### config.mk
export PLATFORM = sky130hd
export DESIGN_NAME = demux_1to32_collect
export DESIGN_NICKNAME = d
export VERILOG_FILES = /design/src/rtl/demux_1to32_collect.sv
export SDC_FILE = /design/constraint.sdc
export NUM_CORES = 1
export LEC_CHECK = 0
export ABC_CLOCK_PERIOD_IN_PS = 1800
export CAP_MARGIN = 20
export CELL_PAD_IN_SITES_DETAIL_PLACEMENT = 0
export CELL_PAD_IN_SITES_GLOBAL_PLACEMENT = 2
export CORE_UTILIZATION = 34
export CTS_CLUSTER_DIAMETER = 40
export DETAILED_ROUTE_END_ITERATION = 8
export DONT_BUFFER_PORTS = 1
export PLACE_DENSITY = 0.84
export SKIP_LAST_GASP = 1
export SLEW_MARGIN = 20
export SYNTH_ARGS = -nofsm -noshare
export SYNTH_HDL_FRONTEND = slang
export SYNTH_SLANG_ARGS = --single-unit
### constraint.sdc
create_clock -name clk_i -period 1.8 [get_ports clk_i]
set_input_delay 0.27 -clock clk_i [delete_from_list [all_inputs] [get_ports clk_i]]
set_output_delay 0.27 -clock clk_i [all_outputs]
set_load 0.03 [all_outputs]
### src/rtl/demux_1to32_collect.sv
// Serial-bit collector: writes data_i into out_o[sel_i] until every position
// has been written, then holds the assembled word under a valid/ready handoff.
module demux_1to32_collect #(
  parameter int WIDTH = 32,
  parameter int SEL_W = 5
) (
  input  logic             clk_i,
  input  logic             rst_i,
  input  logic             data_i,
  input  logic [SEL_W-1:0] sel_i,
  input  logic             valid_i,
  output logic             ready_o,
  input  logic             clear_i,
  output logic [WIDTH-1:0] out_o,
  output logic [WIDTH-1:0] mask_o,
  output logic             valid_o,
  input  logic             ready_i,
  output logic             dup_o
);

  localparam logic [0:0] COLLECT = 1'b0;
  localparam logic [0:0] HOLD    = 1'b1;

  logic [0:0]       state_q, state_d;
  logic [WIDTH-1:0] out_d, mask_d, sel_oh;
  logic             ready_d, dup_d, wr, hit;

  for (genvar i = 0; i < WIDTH; i++) begin : g_dec
    assign sel_oh[i] = (sel_i == SEL_W'(i));
  end

  assign wr      = valid_i & ready_o;
  assign hit     = |(mask_o & sel_oh);
  assign valid_o = (state_q == HOLD);

  always_comb begin
    state_d = state_q;
    out_d   = out_o;
    mask_d  = mask_o;
    dup_d   = 1'b0;
    if (clear_i) begin
      // Discard wins over any concurrent write, handoff or duplicate report.
      state_d = COLLECT;
      out_d   = '0;
      mask_d  = '0;
    end else begin
      case (state_q)
        COLLECT: begin
          if (wr) begin
            out_d  = (out_o & ~sel_oh) | (data_i ? sel_oh : '0);
            mask_d = mask_o | sel_oh;
            dup_d  = hit;
            // Only a fresh position can finish the word.
            if (!hit && (&(mask_o | sel_oh))) state_d = HOLD;
          end
        end
        HOLD: begin
          if (ready_i) begin
            state_d = COLLECT;
            out_d   = '0;
            mask_d  = '0;
          end
        end
        default: state_d = COLLECT;
      endcase
    end
    ready_d = (state_d == COLLECT);
  end

  always_ff @(posedge clk_i or posedge rst_i) begin
    if (rst_i) begin
      state_q <= COLLECT;
      out_o   <= '0;
      mask_o  <= '0;
      dup_o   <= 1'b0;
      ready_o <= 1'b0;
    end else begin
      state_q <= state_d;
      out_o   <= out_d;
      mask_o  <= mask_d;
      dup_o   <= dup_d;
      ready_o <= ready_d;
    end
  end

endmodule

==> flow_summary.ini, run 1 <==
[placed_design]
portBuffers = 0
finalWeightedCongestion = 0.905
dp_hpwl_um = 8480

[routing]
dr.pass1.iters = 6
vias_per_cell = 5.79
met2_length_um = 5370
wl_met1_um = 5200
highest_layer = met4
drt_iter0_drc = 295
routedWlPerCell_um = 20.6
wl_met3_um = 1250
detail-route-antenna-nets = 0
drc_errors = 0
wl_um = 12200
num_vias = 3420

[yosys]
synth_cell_types = 54
yosysWarnings = 0
ys_seq_area_share_pct = 45.8
synth_nets = 415
synth_compound_area_share_pct = 19.1
synthMuxAreaShare_pct = 6.63
synth.most_common_cell = dfrtp_1
synth_top_family_by_area = simple AND/OR/NAND/NOR gates
synth_top_flop_cell = dfrtp_1
ys_top_cells_by_area = dfrtp_1 46%, a21oi_1 7.5%, mux2i_1 6.0%, nor2_1 5.7%, nand3_1 4.8%
syn_area_sq_um = 3660
yosysTopAreaCell = dfrtp_1
ys_top_cells_by_count = 67 x dfrtp_1, 56 x nor2_1, 55 x a21oi_1
yosys.area_share.adder_pct = 0
yosys.area.top_type_share_pct = 45.8
synth_xor_area_share_pct = 0
yosys.area_share.simple_pct = 22.8
syn_avg_cell_area_sq_um = 9.06
synth_edf_count = 0
synth-seq-cells = 67
synth_cells = 404
synth_async_sr_flop_share_pct = 100

[cts]
root_buffer = clkbuf_8
cts_made_buffers = 9
clk_latency_ps = 360
cts_sinks = 67
cts.reportedPaths.clkPinSlew_ps = 90
cts.path.max_buffers = 2
cts_tree = yes
htree_levels = 3

[cells_and_area]
multi_input_area_sq_um = 1790
layout-drive-gt1-share_pct = 23.3
syn2layout_area_growth_pct = 20.3
nets = 461
final-seq-area_sq_um = 1680
filler_cell_count = 1057
antennaDiodeCount = 0

[pwr]
p_switching_w = 0.000845
pwr-share-clk_pct = 40.7
powerDensity_nw_per_um2 = 706
netSwitchingFraction_pct = 27.2
leakage_nw = 1.96
p_total_w = 0.00311
internal_power_w = 0.00226
seq_power_share_pct = 49.6
combPwrFrac_pct = 9.6
max-vdd-ir-drop_mv = 0.277

[sta]
drv_slew = 0
rsz0062_at_grt = yes
relSlewSlack_pct = 67.1
tightest_slew_ps = 493
fmax_ghz = 0.568
fin_skew_ps = 10.2
fin_crit_sh_pct = 97.9
setup_violations = 0
min_period_ps = 1760
fin_tns_setup_ps = 0
hold_viol = 0

[setup_path]
arrival_ps = 1990
endpoint_kind = register
critPathCapture = ready_o$_DFF_PP0_
critical_path_class = reg2reg
crit_start = mask_o[10]$_DFFE_PP0P_
crit_slowest_cell = dfrtp_2
r2r_start = mask_o[10]$_DFFE_PP0P_
r2r_slack_ps = 40
r2r.worst_path.cells = 6
slowest_delay_ps = 410
crit_fanout = 2
cp_cell_sequence = mux2_2, and3_4, a2111oi_4, nand4_1, nor4_2, a22oi_1
timing.rr.end = ready_o$_DFF_PP0_
required_ps = 2030
startpoint_type = register

[grt]
grt_antenna_before_repair = 0
grt_pass1_vias = 3293
grt_usage_pct = 22.5
grt_max_degree = 68
grt-ovfl-total = 0
grt_pass1_wl_um = 19300

[min_path]
worst_hold_path_type = in2reg
hold_path_startpoint = data_i

[outcome]
outcome = finished clean

[floorplanning]
die-area_sq_um = 11200
ioPinCount = 78
start_util_pct = 35.3
die_h_um = 106
core_area_sq_um = 10400
fp-row-count = 37
fp.dieW_um = 106

[flow_run]
drv_cap = 0
worst max-delay path: cells and delay by family (launching register included):
kind / cells / cell delay (ps)
simple gates: 3 / 570
flops: 1 / 410
compound gates: 2 / 410
mux: 1 / 260
power by group through the flow:
| stage | logic (W) | registers (W) | clock network [W] |
|---|---|---|---|
| floorplan | 0.000226 | 0.00158 | 0 |
| finish | 0.000299 | 0.00154 | 0.00127 |
| global placement | 0.000294 | 0.00157 | 0 |
| global route | 0.000326 | 0.00154 | 0.00135 |
| CTS | 0.000299 | 0.00154 | 0.00130 |
| detailed placement | 0.000295 | 0.00157 | 0 |
through the flow:
step	hold slack, ps	setup WS [ps]	utilization [%]	instance area, sq um	cells
3_5_place_dp	271	-9.32	40.4	4190	574
3_3_place_gp	264	30.5	40.4	4190	574
5_1_grt	36.8	-34.8	42.4	4400	591
2_1_floorplan	412	14.0	-	3670	404
4_1_cts	35.5	43.1	42.4	4400	591
6_report	42.9	38.2	42.4	4400	591
worst min path at each step:
stage	to	slack, ps	cells after the start
detailed placement	out_o[7]$_DFFE_PP0P_	270	2
CTS	out_o[30]$_DFFE_PP0P_	40	2
floorplan	out_o[29]$_DFFE_PP0P_	410	2
global route	out_o[30]$_DFFE_PP0P_	40	2
global placement	out_o[7]$_DFFE_PP0P_	260	2
finish	out_o[26]$_DFFE_PP0P_	40	2
state kept, by name, indices dropped and copies added (netlist names):
signal	cells
dup_o	1
out_o	32
ready_o	1
valid_o	1
mask_o	32
cell type report:
cell class / count / area share [%]
clock inverters: 6 / 1.48
clock buffers: 10 / 2.90
multi-input cells: 299 / 40.7
repair buffers: 70 / 12.6
inverters: 3 / 0.341
flip-flops and latches: 67 / 38.2
well taps: 136 / 3.87
cells in the final DEF, fill, tap and decap left out, drive strengths merged, types with 5 or more instances in the layout:
master and instances:
buf 69, dfrtp 67, nor2 58, a21oi 56
nand3 35, nand2 22, o21ai 22, mux2i 22
clkbuf 10, nor3 9, a31oi 7, nor4 6
a32oi 5, and3 5, a21o 5
timing repair:
| action | 4_1_cts | 5_1_grt |
|---|---|---|
| endpoints found under the setup margin | 1 | 4 |
| endpoints found under the hold margin | 67 | 0 |
| gates resized for setup | 1 | 2 |
| buffers inserted | 0 | 0 |
| hold buffers | 1 | 0 |
metal layers:
metal | vias up | GRT usage, %
li1 | 1556 | -
met3 | 32 | 7.92
met1 | 1662 | 31.1
met2 | 170 | 31.9
met5 | - | 0
met4 | 0 | 8.93
cell families after synthesis:
family / count (synthesis)
simple gates: 161
compound gates: 114
buf+inv: 38
flops: 67
mux: 24
(Power assumes the default switching activity.)
==> inputs of run 2 (changes only) <==
- CTS_BUF_LIST: default -> sky130_fd_sc_hd__clkbuf_16
- TNS_END_PERCENT: default -> 50
==> run 2 against run 1 <==
Combinational power rose by 1%. Non-clock buffer count is 3 higher. First-iteration DRC count is 1.7% higher. Clock skew down 3.0 ps. Count of clock-buffer cells in the layout shrank 1. Sequential share of layout area shrank 0.82 points. Worst setup slack better by 4.7 ps. Sequential power barely moved. Die area unchanged. Critical path depth unchanged. Critical endpoint unchanged. Largest cell class unchanged. Largest power group is now the clock network.
==> flow_summary.ini, run 2 (synthesis results as in run 1) <==
[routing]
wl_um = 12100
num_vias = 3413
vias_per_cell = 5.75
dr.pass1.iters = 7
routedWlPerCell_um = 20.4
drt_iter0_drc = 300
detail-route-antenna-nets = 0
drc_errors = 0

[cells_and_area]
stdcell_count = 594
postLayoutCoreUtil_pct = 43.3
final_common_cell = buf_4
final_design_area_no_fill_sq_um = 4490
top_regs = mask_o x32, out_o x32
final-seq-area_sq_um = 1680
syn2layout_area_growth_pct = 22.6
nets = 464
antennaDiodeCount = 0
final_cell_mix = 70 x buf_4, 67 x dfrtp_1, 56 x nor2_1, 55 x a21oi_1, 35 x nand3_1
multi_input_area_sq_um = 1780
filler_cell_count = 1044
layout-drive-gt1-share_pct = 22.7

[placed_design]
portBuffers = 0
placed_cell_area_sq_um = 4200
finalWeightedCongestion = 0.863
dp_hpwl_um = 8460
dp.cells = 576

[setup_path]
crit_start = mask_o[10]$_DFFE_PP0P_
slowest_delay_ps = 380
endpoint_kind = register
cp_cell_sequence = mux2_4, and3_4, a2111oi_4, nand4_1, nor4_2, a22oi_1
path_delay_family = simple AND/OR/NAND/NOR gates
path_buf_inv = 0
r2r_start = mask_o[10]$_DFFE_PP0P_
arrival_ps = 1950
crit_slowest_cell = dfrtp_1
critical_path_class = reg2reg
required_ps = 2000
startpoint_type = register
crit_fanout = 2

[cts]
htree_levels = 3
cts_tree = yes
cts.reportedPaths.clkPinSlew_ps = 60
root_buffer = clkbuf_16
cts.path.max_buffers = 2
clk_latency_ps = 340
cts_sinks = 67
cts_made_buffers = 9

[pwr]
max-vdd-ir-drop_mv = 0.375
powerDensity_nw_per_um2 = 770
leakage_nw = 2.02

[grt]
grt_antenna_before_repair = 0
grt_use_met3_pct = 6.68
grt_max_degree = 68
use_met2_pct = 32.0
grt_usage_pct = 22.2
grt_pass1_vias = 3119
grtUsageMet1_pct = 31.5
grt_pass1_wl_um = 18700
busiest_layer = met2
grt-ovfl-total = 0

[floorplanning]
die_h_um = 106
fp.dieW_um = 106
die-area_sq_um = 11200
core_area_sq_um = 10400
fp-row-count = 37
start_util_pct = 35.3
ioPinCount = 78

[sta]
relSlewSlack_pct = 72.8
fin_tns_setup_ps = 0
hold_viol = 0
rsz0062_at_grt = yes
fmax_ghz = 0.569
min_period_ps = 1760
setup_violations = 0
drv_slew = 0
fin_skew_ps = 7.28
whs_ps = 76.7
tightest_slew_ps = 397
fin_crit_sh_pct = 97.6

[min_path]
hold_path_startpoint = data_i
worst_hold_path_type = in2reg

[flow_run]
drv_cap = 0

[outcome]
outcome = finished clean
## run 2: cell count changes in the layout (fill, tap and decap cells not counted), moves of 3 or more
cell,delta
clkbuf_16,+9
buf_4,+3
dfrtp_2,-3
clkbuf_8,-9
dfrtp_1,+3
## run 2: what timing repair did
item | 4_1_cts | 5_1_grt
cloned | 0 | 0
setup buffers | 0 | 1
resized for setup | 0 | 2
hold endpoints to repair | 67 | 0
hold buffers | 1 | 0
pin swaps | 1 | 5
endpoints found under the setup margin | 2 | 3
## run 2: worst paths after layout
check                                         end  slack (ps)  cells past startpoint
min in group asynchronous    out_o[7]$_DFFE_PP0P_         490                      3
min reg2reg                mask_o[29]$_DFFE_PP0P_         550                      2
max reg2reg                     ready_o$_DFF_PP0_          40                      6
max in group asynchronous   mask_o[1]$_DFFE_PP0P_         970                      3
min                         out_o[29]$_DFFE_PP0P_          80                      2
max                             ready_o$_DFF_PP0_          40                      6
## run 2: power by group
part	switching (W)	leakage, nW	internal (W)
Combinational	0.000197	0.959	0.000106
Clock	0.000686	0.129	0.000923
Sequential	0.0000245	0.929	0.00152
Total	0.000907	2.02	0.00255
## run 2: final cells by class
type	instances	area share, %
multi-input cells	299	39.7
flip-flops and latches	67	37.4
clock inverters	7	0.948
repair buffers	73	12.8
well taps	136	3.79
inverters	3	0.335
clock buffers	9	5.02
## run 2: worst register-to-register path: stages, from the launching register on
cell,delay [ps]
dfrtp_1,380
mux2_4,280
and3_4,160
a2111oi_4,200
nand4_1,170
nor4_2,330
a22oi_1,110
## run 2: per-layer routing
metal | vias up | routed length, um | share of wire, %
met5 | - | 0 | 0
met4 | 0 | 225 | 1.9
met3 | 18 | 1120 | 9.3
met2 | 148 | 5430 | 45
met1 | 1680 | 5330 | 44
li1 | 1567 | - | -
## run 2: per-stage QoR
step | total power (W) | setup slack [ps]
6_report | 0.00346 | 42.9
5_1_grt | 0.00357 | -81.1
4_1_cts | 0.00348 | 63.6
3_5_place_dp | 0.00187 | -49.8
3_3_place_gp | 0.00187 | -5.68
2_1_floorplan | 0.00180 | -118
==> variant 1, RTL diff (settings of run 2) <==
`HOLD`: 1'b1 -> 1'b0.
--- a/src/rtl/demux_1to32_collect.sv
+++ b/src/rtl/demux_1to32_collect.sv
@@ -21,3 +21,3 @@
   localparam logic [0:0] COLLECT = 1'b0;
-  localparam logic [0:0] HOLD    = 1'b1;
+  localparam logic [0:0] HOLD    = 1'b0;
 
Formal check against the unedited RTL: not equivalent (Yosys sat finds a counterexample within 4 cycles, from zero or initial values and one cycle with rst_i high).
==> variant 1 against run 2 <==
Core utilization fell by 1.2 points. Count of clock-buffer cells in the layout did not move. Sequential cell count fell by 1. Worst setup slack improved by 0.19 ns. Synthesized area fell by 15%. Critical path depth did not move. Non-clock buffer count fell by 44. Routed wire length fell by 25%. Synthesized cell count fell by 15%. Total power rose by 5.7%. Design area fell by 18%. Highest routed layer unchanged.
==> variant 1: results (changes against run 2) <==
| Metric | Value |
|---|---|
| Highest fanout seen on the critical path | `6 (was 2)` |
| Number of distinct library cells after synthesis | `42 (was 54)` |
| Stage delay of the slowest cell on the critical path | `0.41 ns (was 0.38 ns)` |
| Outcome | `finished, final reports clean (unchanged)` |
| Commonest cells in the synthesized netlist | `94 x sky130_fd_sc_hd__nor2_1, 66 x sky130_fd_sc_hd__dfrtp_1, 35 x sky130_fd_sc_hd__nand2_1 (was 67 x sky130_fd_sc_hd__dfrtp_1, 56 x sky130_fd_sc_hd__nor2_1, 55 x sky130_fd_sc_hd__a21oi_1)` |
| Met3 track utilization from global routing | `8.777% (was 6.679%)` |
| Largest cells by area after synthesis | `sky130_fd_sc_hd__dfrtp_1 53%, sky130_fd_sc_hd__nor2_1 11%, sky130_fd_sc_hd__mux2i_1 5.5% (was sky130_fd_sc_hd__dfrtp_1 46%, sky130_fd_sc_hd__a21oi_1 7.5%, sky130_fd_sc_hd__mux2i_1 6.0%)` |
| Final-layout fill cell count | `859 (was 1044)` |
| Number of flip-flops and latches | `66 (was 67)` |
| RD Place Congestion | `0.7433 (was 0.8633)` |
| Sequential share of the synthesized area | `53.35% (was 45.81%)` |
| Met3 WL | `954 µm (was 1124 µm)` |
| Share of layout cells above drive strength 1 | `12.43% (was 22.71%)` |
| GRT Resource Usage Total | `19.87% (was 22.18%)` |
| Detailed-placement wirelength estimate | `5574 µm (was 8464 µm)` |
| Register Area | `1652 µm² (was 1677 µm²)` |
| Layout multi-input combinational cell count | `248 (was 299)` |
| Global-route wire length before repair | `14320 µm (was 18680 µm)` |
| Power dissipated in combinational cells | `162 µW (was 303 µW)` |
| Critical path arrival | `1.82 ns (was 1.95 ns)` |
| Cells on Worst Hold Path | `1 (was 2)` |
| CP top delay family | `simple AND/OR/NAND/NOR gates (unchanged)` |
| Static power due to leakage | `0.001605 µW (was 0.002016 µW)` |
| Met2 layer wire length in the routed design | `4116 µm (was 5433 µm)` |
| Nets | `368 (was 464)` |
| Clock-cell share of area | `9.063% (was 5.966%)` |
| Area share of buffers outside the clock network | `6.789% (was 12.82%)` |
| Maximum number of pins on one net before global-route repair | `67 (was 68)` |
| Routed metal-1 wire length | `3857 µm (was 5332 µm)` |
| Average vias per placed instance | `5.309 (was 5.746)` |
| CTS Hold Bufs | `6 (was 1)` |
| Worst ir drop on vdd | `444.9 µV (was 375.2 µV)` |
| Non-clock buffer count | `29 (was 73)` |
| 1st-pass router iterations | `4 (was 7)` |
| Proportion of power drawn by flip-flops and latches | `41.6% (was 44.7%)` |
| Drt initial violations | `121 (was 300)` |
| Vias in the first global route | `2435 (was 3119)` |
| Met1 track demand over resource | `25.78% (was 31.52%)` |
| Switching portion of total power | `20.79% (was 26.25%)` |
| Multi-input gate share of the layout cell area | `35.27% (was 39.73%)` |
==> variant 1: worst paths after layout <==
path                              end        from  slack [ns]
max                         out_o[24]     ready_o        0.23
min                         mask_o[8]     clear_i       0.006
max reg2reg                 out_o[24]     ready_o        0.23
min reg2reg                mask_o[24]  mask_o[24]        0.67
max in group asynchronous   mask_o[6]       rst_i        0.99
min in group asynchronous   out_o[27]       rst_i        0.51
==> variant 1: through the flow <==
step	cell area (µm²)	std cells	setup WS [ns]	util (%)	total power, µW
after floorplan	3103	343	0.2269	-	1690
after detailed placement	3272	446	0.2595	37.34	1679
after global routing	3686	470	0.1210	42.06	3762
final	3686	470	0.2310	42.06	3651
after global placement	3272	446	0.2878	37.34	1679
after CTS	3666	468	0.2384	41.83	3678
==> variant 1: logic make-up after synthesis <==
| kind of cell | share of synthesized area [%] |
|---|---|
| buffers and inverters | 4.769 |
| AND/OR/NAND/NOR | 23.12 |
| AO/OA/AOI/OAI | 12.77 |
| multiplexers | 5.861 |
| other | 0.1211 |
| flip-flops | 53.35 |
==> variant 2, RTL diff (flow settings as in run 2) <==
Made on the original files. Make the reset (`rst_i`) synchronous in one clocked block.
--- a/src/rtl/demux_1to32_collect.sv
+++ b/src/rtl/demux_1to32_collect.sv
@@ -69,3 +69,3 @@
 
-  always_ff @(posedge clk_i or posedge rst_i) begin
+  always_ff @(posedge clk_i) begin
     if (rst_i) begin
Function: differs if rst_i is asserted again (counterexample within 4 cycles, from zero or initial values and one cycle with rst_i high); with rst_i held inactive, the same outputs for 4 cycles.
==> variant 2 against run 2 <==
The run now ends with setup timing left. Synthesized area shrank 11%. Design area shrank 2.5%. Maximum frequency shrank 7.5%. Core utilization grew 4.1 points. Clock skew shrank 0.0013 ns. Total power grew 6.9%. Routed wire length grew 5.4%. Worst setup slack lost 0.14 ns. Sequential cell count is the same. Critical endpoint is now ready_o.
==> variant 2: results (changes against run 2) <==
| Metric | Value |
|---|---|
| Static power due to leakage | `0.001716 µW (was 0.002016 µW)` |
| Maximum clock insertion buffer count | `2 (unchanged)` |
| Maximum number of pins on one net before global-route repair | `30 (was 68)` |
| Setup WS pre-CTS | `-0.3119 ns (was -0.04983 ns)` |
| Worst min-delay path class | `primary input to flop (unchanged)` |
| GRT Resource Usage Total | `26.27% (was 22.18%)` |
| Share of layout cells above drive strength 1 | `26.45% (was 22.71%)` |
| Clk_skew | `0.005996 ns (was 0.007282 ns)` |
| Final WS setup | `-0.09914 ns (was 0.04289 ns)` |
| Cell total after placement | `611 (was 576)` |
| Largest registers | `mask_o x32, out_o x32 (unchanged)` |
| Largest cells by area after synthesis | `sky130_fd_sc_hd__dfxtp_1 41%, sky130_fd_sc_hd__nor2_1 8.3%, sky130_fd_sc_hd__a21oi_1 8.1% (was sky130_fd_sc_hd__dfrtp_1 46%, sky130_fd_sc_hd__a21oi_1 7.5%, sky130_fd_sc_hd__mux2i_1 6.0%)` |
| Commonest cells in the synthesized netlist | `72 x sky130_fd_sc_hd__nor2_1, 67 x sky130_fd_sc_hd__dfxtp_1, 53 x sky130_fd_sc_hd__a21oi_1 (was 67 x sky130_fd_sc_hd__dfrtp_1, 56 x sky130_fd_sc_hd__nor2_1, 55 x sky130_fd_sc_hd__a21oi_1)` |
| Detailed Route WL | `12780 µm (was 12120 µm)` |
| RD Place Congestion | `0.9015 (was 0.8633)` |
| Number of distinct library cells after synthesis | `48 (was 54)` |
| Outcome | `finished, violations left (was finished, final reports clean)` |
| Mapped Nets | `431 (was 415)` |
| Max stage delay cell, worst path | `sky130_fd_sc_hd__or4_1 (was sky130_fd_sc_hd__dfrtp_1)` |
| 1st-pass router iterations | `4 (was 7)` |
| Final non-filler cell total | `628 (was 594)` |
| Average vias per placed instance | `5.546 (was 5.746)` |
| Max_slew headroom | `73.08% (was 72.84%)` |
| Detailed-placement wirelength estimate | `9412 µm (was 8464 µm)` |
| Critical path arrival | `2.12 ns (was 1.95 ns)` |
| Vias in the first global route | `3277 (was 3119)` |
| Number of endpoints failing setup at the final stage | `2 (was 0)` |
| Global-route wire length before repair | `19420 µm (was 18680 µm)` |
| Fraction of synthesis flops using an asynchronous set or reset pin | `0% (was 100.0%)` |
| Violations in the final reports | `setup timing` |
| Port Buf Inserts | `0 (unchanged)` |
| Sequential share of the synthesized area | `41.17% (was 45.81%)` |
| Avg Cell Area, Syn | `7.757 µm² (was 9.059 µm²)` |
| Stage delay of the slowest cell on the critical path | `0.51 ns (was 0.38 ns)` |
| Nets | `505 (was 464)` |
| Clock slew at reported path FFs | `0.06 ns (about the same)` |
| Drt initial violations | `234 (was 300)` |
| Worst ir drop on vdd | `632.6 µV (was 375.2 µV)` |
| Final-layout fill cell count | `931 (was 1044)` |
-- variant 2: cell types whose count changed after synthesis, moves of 4 or more --
cell / change
sky130_fd_sc_hd__dfrtp_1: -67
sky130_fd_sc_hd__dfxtp_1: +67
sky130_fd_sc_hd__nor2_1: +16
sky130_fd_sc_hd__o21ai_0: -14
sky130_fd_sc_hd__a22oi_1: +10
sky130_fd_sc_hd__clkbuf_1: +10
sky130_fd_sc_hd__mux2i_1: -8
sky130_fd_sc_hd__nand4_1: +8
sky130_fd_sc_hd__buf_2: -5
sky130_fd_sc_hd__nor2b_1: +5
sky130_fd_sc_hd__nand2_1: +4
sky130_fd_sc_hd__o22ai_1: +4
-- variant 2: layer usage --
metal  vias up  routed length, µm  track usage [%]
li1       1658                  -                -
met4         2                272            8.824
met5         -                 64            5.128
met3        17               1111            8.774
met2       136               5520            38.04
met1      1670               5807            35.98
-- variant 2: cell type report --
cell class,count,area [µm²],share of cell area (%)
repair buffers,97,730.7,16.69
well taps,129,161.4,3.687
clock inverters,7,100.1,2.286
clock buffers,9,225.2,5.144
flip-flops and latches,67,1341,30.64
multi-input cells,317,1812,41.38
inverters,2,7.507,0.1715
-- variant 2: logic make-up after synthesis --
logic type,count (synthesis),share of synthesized area [%]
flip-flops,67,41.17
multiplexers,16,4.992
AND/OR/NAND/NOR,197,29.72
buffers and inverters,36,5.069
AO/OA/AOI/OAI,104,19.05
-- variant 2: worst paths after layout --
kind	startpoint	to	slack (ns)	depth (start not counted)
worst max-delay path	mask_o[12]	ready_o	-0.1	6
worst max register to register	mask_o[12]	ready_o	-0.1	6
worst min-delay path	data_i	out_o[4]	0.08	2
worst min register to register	mask_o[25]	mask_o[25]	0.55	2
-- variant 2: what timing repair did --
item	4_1_cts	5_1_grt
hold endpoints to repair	1	0
resized for setup	1	0
pin swaps	1	0
hold buffers	1	0
endpoints found under the setup margin	2	3
-- variant 2: through the flow --
step                      area (µm²)  setup TNS, ns  total power, µW
final                           4378        -0.1941             3694
after CTS                       4378        -0.2131             3717
after detailed placement        4036        -0.6165             1777
after floorplan                 3337         -1.530             1709
after global routing            4378        -0.4207             3808
after global placement          4036        -0.5003             1779
-- variant 2: worst reg2reg max path: cells and delay by family (launching register included) --
kind | cells | cell delay (ns)
AOI/OAI and AO/OA | 3 | 0.35
DFF | 1 | 0.34
and+or+nand+nor | 3 | 1.10
-- variant 2: power by group --
part	total (µW)	leakage (µW)	switching, µW	internal (µW)
logic	262	0.00102	158	104
clock network	1940	0.000160	718	1220
registers	1490	0.000540	4.00	1490
